## config.mk

```make
export PLATFORM = sky130hd
export DESIGN_NAME = uart_byte_receiver_flat
export DESIGN_NICKNAME = d
export VERILOG_FILES = /design/src/rtl/uart_byte_receiver_pkg.sv /design/src/rtl/uart_byte_receiver_if.sv /design/src/rtl/uart_byte_receiver_sample_tick.sv /design/src/rtl/uart_byte_receiver.sv /design/src/flat_wrapper.sv
export SDC_FILE = /design/constraint.sdc
export NUM_CORES = 1
export LEC_CHECK = 0
export CAP_MARGIN = 20
export CORE_ASPECT_RATIO = 0.5
export CORE_MARGIN = 2
export CORE_UTILIZATION = 35
export CTS_BUF_LIST = sky130_fd_sc_hd__clkbuf_8
export CTS_CLUSTER_DIAMETER = 40
export DETAILED_ROUTE_END_ITERATION = 16
export GPL_TIMING_DRIVEN = 0
export PLACE_DENSITY = 0.64
export SLEW_MARGIN = 25
export SYNTH_ARGS = -nofsm -noshare
export SYNTH_HDL_FRONTEND = slang
export SYNTH_SLANG_ARGS = --single-unit
```

## constraint.sdc

```tcl
create_clock -name clk -period 2 [get_ports clk]
set_input_delay 0.3 -clock clk [delete_from_list [all_inputs] [get_ports clk]]
set_output_delay 0.3 -clock clk [all_outputs]
set_load 0.005 [all_outputs]
```

## src/rtl/uart_byte_receiver_pkg.sv

```systemverilog
// Shared types and defaults for the UART byte receiver.
// Pulled in by the receiver top and its testbench.
package uart_byte_receiver_pkg;

  localparam int OVERSAMPLE_DEFAULT = 16;

  typedef enum logic [2:0] {
    IDLE,
    START,
    DATA,
    STOP,
    BREAK
  } UartRxState_t;

endpackage

```

## src/rtl/uart_byte_receiver_if.sv

```systemverilog
// Bundles the RX line and the byte strobe bus feeding the escape-sequence parser.
// The slave modport is the receiver side; the master modport is the line driver / consumer side.
interface uart_byte_receiver_if;

  logic       rxd;
  logic [7:0] data;
  logic       dataReady;
  logic       frameError;
  logic       busy;

  modport slave  (input rxd, output data, output dataReady, output frameError, output busy);
  modport master (output rxd, input data, input dataReady, input frameError, input busy);

endinterface

```

## src/rtl/uart_byte_receiver_sample_tick.sv

```systemverilog
// Oversample prescaler: counts 0..DIV-1 while enabled and pulses o_tick on the last count.
// Dropping i_en clears the count, so every frame starts from a known phase.
module uart_sample_tick #(
  parameter int DIV = 10
) (
  input  logic clk,
  input  logic rst,
  input  logic i_en,
  output logic o_tick
);

  localparam int CW = (DIV > 1) ? $clog2(DIV) : 1;
  localparam logic [CW-1:0] CNT_LAST = CW'(DIV - 1);

  logic [CW-1:0] r_cnt;

  assign o_tick = i_en && (r_cnt == CNT_LAST);

  always_ff @(posedge clk or posedge rst) begin
    if (rst) begin
      r_cnt <= '0;
    end else if (!i_en || o_tick) begin
      r_cnt <= '0;
    end else begin
      r_cnt <= r_cnt + 1'b1;
    end
  end

endmodule

```

## src/rtl/uart_byte_receiver.sv

```systemverilog
// 8N1 UART receiver: synchronizes rxd, majority-votes each bit at mid-period and
// emits one-cycle dataReady / frameError strobes toward the escape-sequence parser.
//   state | meaning
//   IDLE  | waiting for a falling edge on the synchronized line
//   START | qualifying the start bit (glitch rejection)
//   DATA  | shifting in 8 data bits, LSB first
//   STOP  | checking the stop bit
//   BREAK | stop bit was low; waiting for the line to return high
module uart_byte_receiver
  import uart_byte_receiver_pkg::*;
#(
  parameter int CLK_FREQ   = 100_000_000,
  parameter int BAUD       = 115200,
  parameter int OVERSAMPLE = OVERSAMPLE_DEFAULT
) (
  input  logic                 clk,
  input  logic                 rst,
  uart_byte_receiver_if.slave  bus
);

  localparam int DIV = CLK_FREQ / (BAUD * OVERSAMPLE);
  localparam int SW  = $clog2(OVERSAMPLE);
  localparam int M   = OVERSAMPLE / 2;

  localparam logic [SW-1:0] SI_LAST = SW'(OVERSAMPLE - 1);
  localparam logic [SW-1:0] SI_VA   = SW'(M - 1);
  localparam logic [SW-1:0] SI_VB   = SW'(M);
  localparam logic [SW-1:0] SI_DEC  = SW'(M + 1);

  UartRxState_t r_state, w_state_next;

  logic          r_sync1, r_sync2;
  logic [1:0]    r_fill;
  logic          r_rxs_prev;
  logic [SW-1:0] r_si;
  logic [2:0]    r_bitcnt;
  logic [1:0]    r_votes;
  logic [7:0]    r_shift;
  logic [7:0]    r_data;
  logic          r_ready;
  logic          r_ferr;

  logic w_rxs, w_fall, w_busy, w_tick, w_dec, w_bit_end, w_vote;
  logic w_load, w_ferr_set, w_shift_en;

  assign w_rxs     = r_sync2;
  assign w_busy    = (r_state != IDLE);
  assign w_fall    = !w_rxs && r_rxs_prev;
  assign w_dec     = w_tick && (r_si == SI_DEC);
  assign w_bit_end = w_tick && (r_si == SI_LAST);
  assign w_vote    = (r_votes[0] & r_votes[1]) | (r_votes[0] & w_rxs) | (r_votes[1] & w_rxs);

  uart_sample_tick #(.DIV(DIV)) u_tick (
    .clk    (clk),
    .rst    (rst),
    .i_en   (w_busy),
    .o_tick (w_tick)
  );

  always_ff @(posedge clk or posedge rst) begin
    if (rst) r_state <= IDLE;
    else     r_state <= w_state_next;
  end

  always_comb begin
    w_state_next = r_state;
    case (r_state)
      IDLE:    if (w_fall) w_state_next = START;
      START:   if (w_dec && w_vote) w_state_next = IDLE;
               else if (w_bit_end) w_state_next = DATA;
      DATA:    if (w_bit_end && (r_bitcnt == 3'd7)) w_state_next = STOP;
      STOP:    if (w_dec) w_state_next = w_vote ? IDLE : BREAK;
      BREAK:   if (w_rxs) w_state_next = IDLE;
      default: w_state_next = IDLE;
    endcase
  end

  always_comb begin
    w_load     = (r_state == STOP) && w_dec && w_vote;
    w_ferr_set = (r_state == STOP) && w_dec && !w_vote;
    w_shift_en = (r_state == DATA) && w_dec;
  end

  // r_rxs_prev only becomes 1 from a real line sample, so a line held low
  // through reset never looks like a start edge.
  always_ff @(posedge clk or posedge rst) begin
    if (rst) begin
      r_sync1    <= 1'b1;
      r_sync2    <= 1'b1;
      r_fill     <= 2'b00;
      r_rxs_prev <= 1'b0;
    end else begin
      r_sync1    <= bus.rxd;
      r_sync2    <= r_sync1;
      r_fill     <= {r_fill[0], 1'b1};
      r_rxs_prev <= r_fill[1] ? w_rxs : 1'b0;
    end
  end

  always_ff @(posedge clk or posedge rst) begin
    if (rst) begin
      r_si     <= '0;
      r_bitcnt <= 3'd0;
      r_votes  <= 2'b00;
      r_shift  <= 8'h00;
      r_data   <= 8'h00;
      r_ready  <= 1'b0;
      r_ferr   <= 1'b0;
    end else begin
      r_ready <= w_load;
      r_ferr  <= w_ferr_set;
      if (w_load) r_data <= r_shift;
      if (w_shift_en) r_shift <= {w_vote, r_shift[7:1]};

      if (r_state == IDLE)  r_si <= '0;
      else if (w_tick)      r_si <= (r_si == SI_LAST) ? '0 : r_si + 1'b1;

      if (w_tick && (r_si == SI_VA)) r_votes[0] <= w_rxs;
      if (w_tick && (r_si == SI_VB)) r_votes[1] <= w_rxs;

      if (r_state != DATA) r_bitcnt <= 3'd0;
      else if (w_bit_end)  r_bitcnt <= r_bitcnt + 3'd1;
    end
  end

  assign bus.data       = r_data;
  assign bus.dataReady  = r_ready;
  assign bus.frameError = r_ferr;
  assign bus.busy       = w_busy;

endmodule
```

## src/flat_wrapper.sv

```systemverilog
// flat-port wrapper written by rule: the top's interface ports become plain ports
module uart_byte_receiver_flat import uart_byte_receiver_pkg::*;
#(
  parameter int CLK_FREQ   = 100_000_000,
  parameter int BAUD       = 115200,
  parameter int OVERSAMPLE = OVERSAMPLE_DEFAULT
)
  (clk, rst, bus_rxd, bus_data, bus_dataReady, bus_frameError, bus_busy);
  uart_byte_receiver_if bus_i ();
  input  logic clk;
  input  logic rst;
  input wire logic [$bits(bus_i.rxd)-1:0] bus_rxd;
  output wire logic [$bits(bus_i.data)-1:0] bus_data;
  output wire logic [$bits(bus_i.dataReady)-1:0] bus_dataReady;
  output wire logic [$bits(bus_i.frameError)-1:0] bus_frameError;
  output wire logic [$bits(bus_i.busy)-1:0] bus_busy;
  assign bus_i.rxd = bus_rxd;
  assign bus_data = bus_i.data;
  assign bus_dataReady = bus_i.dataReady;
  assign bus_frameError = bus_i.frameError;
  assign bus_busy = bus_i.busy;
  uart_byte_receiver #(.CLK_FREQ(CLK_FREQ), .BAUD(BAUD), .OVERSAMPLE(OVERSAMPLE)) u_core (.clk(clk), .rst(rst), .bus(bus_i));
endmodule
```

==> insert_results.sql <==
INSERT INTO impl_metrics (metric_group, metric, value, unit) VALUES
('run_status', 'status', 'finished, final reports clean', ''),
('clock_tree', 'h-tree-depth', '2', ''),
('global_routing', 'antenna_violations_before_repair', '0', ''),
('detailed_routing', 'finalWirelength', '3.13', 'mm'),
('worst_setup_path', 'setup.reg_to_reg.worst_slack', '0.10', 'ns'),
('final_layout', 'antenna_cells_inserted', '0', ''),
('global_routing', 'grt_start_max_net_pins', '32', ''),
('synth', 'synth.yosys.warnings', '0', ''),
('synth', 'syn_area', '1850', 'um^2'),
('worst_setup_path', 'worst-endpoint-arrival', '1.61', 'ns'),
('clock_tree', 'numCtsBuffers', '5', ''),
('floorplan', 'floorplan.initialDensity', '37.0', '%'),
('worst_setup_path', 'setup.worst_path.end_class', 'output port', ''),
('sta', 'setup_violations', '0', ''),
('synth', 'post_syn_area_per_cell', '12.4', 'um^2'),
('detailed_routing', 'postRouteAntennaNets', '0', ''),
('synth', 'syn-instance-count', '149', ''),
('sta', 'fmaxAchievable', '523', 'MHz'),
('run', 'maxCapViolations', '0', ''),
('sta', 'setup-tns-final', '0', 'ns'),
('synth', 'yosysUniqueCellTypes', '40', ''),
('final_layout', 'layout.area.seq', '1030', 'um^2'),
('sta', 'clock_skew', '0.0102', 'ns'),
('floorplan', 'die_x', '107', 'um'),
('final_layout', 'layout-drive-gt1-share', '24.9', '%'),
('final_layout', 'num-fill-cells', '471', ''),
('synth', 'synth_edf_count', '0', ''),
('placed_design', 'placer_congestion', '0.761', ''),
('worst_setup_path', 'start_kind', 'flip-flop', ''),
('detailed_routing', 'routedWlPerCell', '12.9', 'um'),
('sta', 'timing.final.max_slew_violations', '0', ''),
('final_layout', 'multiInputGateArea', '779', 'um^2'),
('floorplan', 'die_area', '5920', 'um^2'),
('worst_hold_path', 'hp-class', 'in -> async', ''),
('sta', 'setup_repair_after_global_routing_missed_its_margin', 'false', ''),
('sta', 'timing.final.crit_period', '1.91', 'ns'),
('final_layout', 'mostFrequentLayoutCells', 'dfrtp_1, clkdlybuf4s50_1, nor2_1', ''),
('worst_setup_path', 'path_max_fanout', '9', ''),
('detailed_routing', 'drt-vias-per-instance', '4.80', ''),
('pwr', 'peakVddDrop', '307', 'uV'),
('floorplan', 'rows', '18', ''),
('detailed_routing', 'detail_route.drc_violations', '0', ''),
('synth', 'synth.net_count', '159', ''),
('floorplan', 'placeableCoreArea', '5000', 'um^2'),
('final_layout', 'flow.area_growth_from_synthesis', '22.0', '%'),
('sta', 'tightestPinTransition', '0.588', 'ns'),
('worst_setup_path', 'r2r_cells', '5', ''),
('final_layout', 'end_of_flow_core_utilization', '45.2', '%'),
('worst_setup_path', 'path_class', 'reg -> out', ''),
('clock_tree', 'cts_root_buf', 'clkbuf_8', ''),
('final_layout', 'net_count_final', '182', ''),
('worst_setup_path', 'required_time_reported_for_the_critical_path_endpoint', '1.70', 'ns'),
('synth', 'asyncSetResetFlopFracSynth', '100', '%'),
('clock_tree', 'cts_tree', 'yes', ''),
('detailed_routing', 'detailroute.via_count', '1167', ''),
('placed_design', 'placement.io_buffers', '13', ''),
('synth', 'ys.flop_type', 'dfrtp_1', ''),
('global_routing', 'grt_overflow', '0', ''),
('clock_tree', 'clock_tree.buffer_depth', '2', ''),
('floorplan', 'ios', '14', ''),
('worst_setup_path', 'crit-reg2reg-launch', 'u_core.r_state[2]', ''),
('sta', 'fin_crit_sh', '95.5', '%'),
('pwr', 'total_power', '2.05', 'mW'),
('clock_tree', 'clkSinkCount', '41', ''),
('global_routing', 'grt_first_pass_wirelength', '5.51', 'mm'),
('global_routing', 'grt.total_usage', '12.0', '%'),
('synth', 'number_of_flip_flops_and_latches_in_the_synthesized_netlist', '41', ''),
('clock_tree', 'worst_setup_hold_path_clk_slew', '0.08', 'ns'),
('detailed_routing', 'drt_pass1_iterations', '4', ''),
('placed_design', 'hpwl', '2.14', 'mm'),
('worst_setup_path', 'r2r-end', 'u_core.r_shift[0]', ''),
('global_routing', 'first_global_vias', '1181', ''),
('floorplan', 'die_extent_in_y', '55.4', 'um'),
('sta', 'whs', '0.249', 'ns'),
('synth', 'sequential_element_share_of_the_synthesized_area', '55.5', '%'),
('pwr', 'leakage', '1.08', 'nW'),
('final_layout', 'final_common_cell', 'dfrtp_1', ''),
('sta', 'hold_violations', '0', ''),
('clock_tree', 'clock_latency', '0.29', 'ns'),
('detailed_routing', 'initialDrtViolationCount', '44', ''),
('pwr', 'pwr_density_cell', '908', 'nW/um^2'),
('sta', 'slew_headroom', '60.4', '%');
[kinds of logic after synthesis]
kind of cell    after synthesis  synth area share [%]
compound gates               16                  5.14
xor+xnor                      6                  2.84
fa+ha+maj                     7                  4.73
buf+inv                      10                  3.04
flops                        41                  55.5
mux                          19                  12.8
other cells                   1                 0.203
simple gates                 49                  15.7
[registers in the layout, summed over array words and instances, names as in the netlist, 2 cells and up]
register,count
u_core.bus.data,8
u_core.r_bitcnt,3
u_core.r_fill,2
u_core.r_shift,8
u_core.r_si,4
u_core.r_state,3
u_core.r_votes,2
u_core.u_tick.r_cnt,6
[how the worst max path moves through the flow]
stage	end	start	cells past startpoint
CTS	bus_busy	u_core.r_state[0]	4
finish	bus_busy	u_core.r_state[1]	4
global placement	bus_busy	u_core.r_state[0]	4
floorplan	u_core.r_shift[0]	u_core.u_tick.r_cnt[3]	6
global route	u_core.r_state[1]	u_core.r_si[0]	5
detailed placement	bus_busy	u_core.r_state[0]	4
[critical path, cell delays in order (launching register included)]
cell             delay (ns)
dfrtp_1                0.36
buf_4                  0.17
nor3_4                 0.23
inv_1                  0.10
clkdlybuf4s50_1        0.45
[per-stage QoR]
stage	std cells	setup WS, ns	cell area [um^2]
floorplan	149	0.226	1850
global placement	232	-0.0986	2070
detailed placement	233	-0.101	2090
CTS	244	0.0369	2260
global route	243	0.000714	2260
finish	243	0.0891	2260
[what timing repair did]
item | CTS | global route
setup endpoints to repair | 9 | 9
pin swaps | 2 | 3
setup buffers | 3 | 0
hold buffers | 0 | 0
hold endpoints to repair | 0 | 0
gates resized for setup | 3 | 2
[per-layer routing]
metal | up-vias | GRT usage, % | part of all wire, %
li1 | 563 | - | -
met1 | 585 | 15.1 | 49
met2 | 14 | 18.8 | 46
met3 | 5 | 3.90 | 3.4
met4 | 0 | 5.57 | 1.5
met5 | - | 0 | 0
[cell usage after synthesis (all sizes together), types with 2 or more instances]
library cell | n | area, um^2
dfrtp | 39 | 976
mux2 | 17 | 218
xnor2 | 2 | 17.5
nand4b | 2 | 17.5
nand2b | 2 | 12.5
or3 | 2 | 13.8
nor3 | 5 | 36.3
nor4b | 2 | 17.5
mux2i | 2 | 20.0
dfstp | 2 | 52.6
a21o | 2 | 15.0
a21oi | 6 | 30.0
ha | 7 | 87.6
o21ai | 5 | 25.0
inv | 6 | 22.5
nand3 | 7 | 35.0
buf | 3 | 30.0
or3b | 2 | 17.5
xor2 | 4 | 35.0
nor2 | 12 | 45.0
nand2 | 7 | 33.8
[final cells by class]
cell class / count / area share [%]
sequential: 41 / 45.6
multi-input combinational: 98 / 34.5
timing repair buffer: 17 / 7.64
tap: 70 / 3.88
clock buffer: 5 / 3.05
clock inverter: 3 / 3.05
buffer: 3 / 1.33
inverter: 6 / 0.997
[power by group]
part | internal (mW) | switching (mW)
clock | 0.502 | 0.291
sequential | 0.912 | 0.0814
combinational | 0.120 | 0.146
total | 1.53 | 0.518
(Power assumes the default switching activity.)
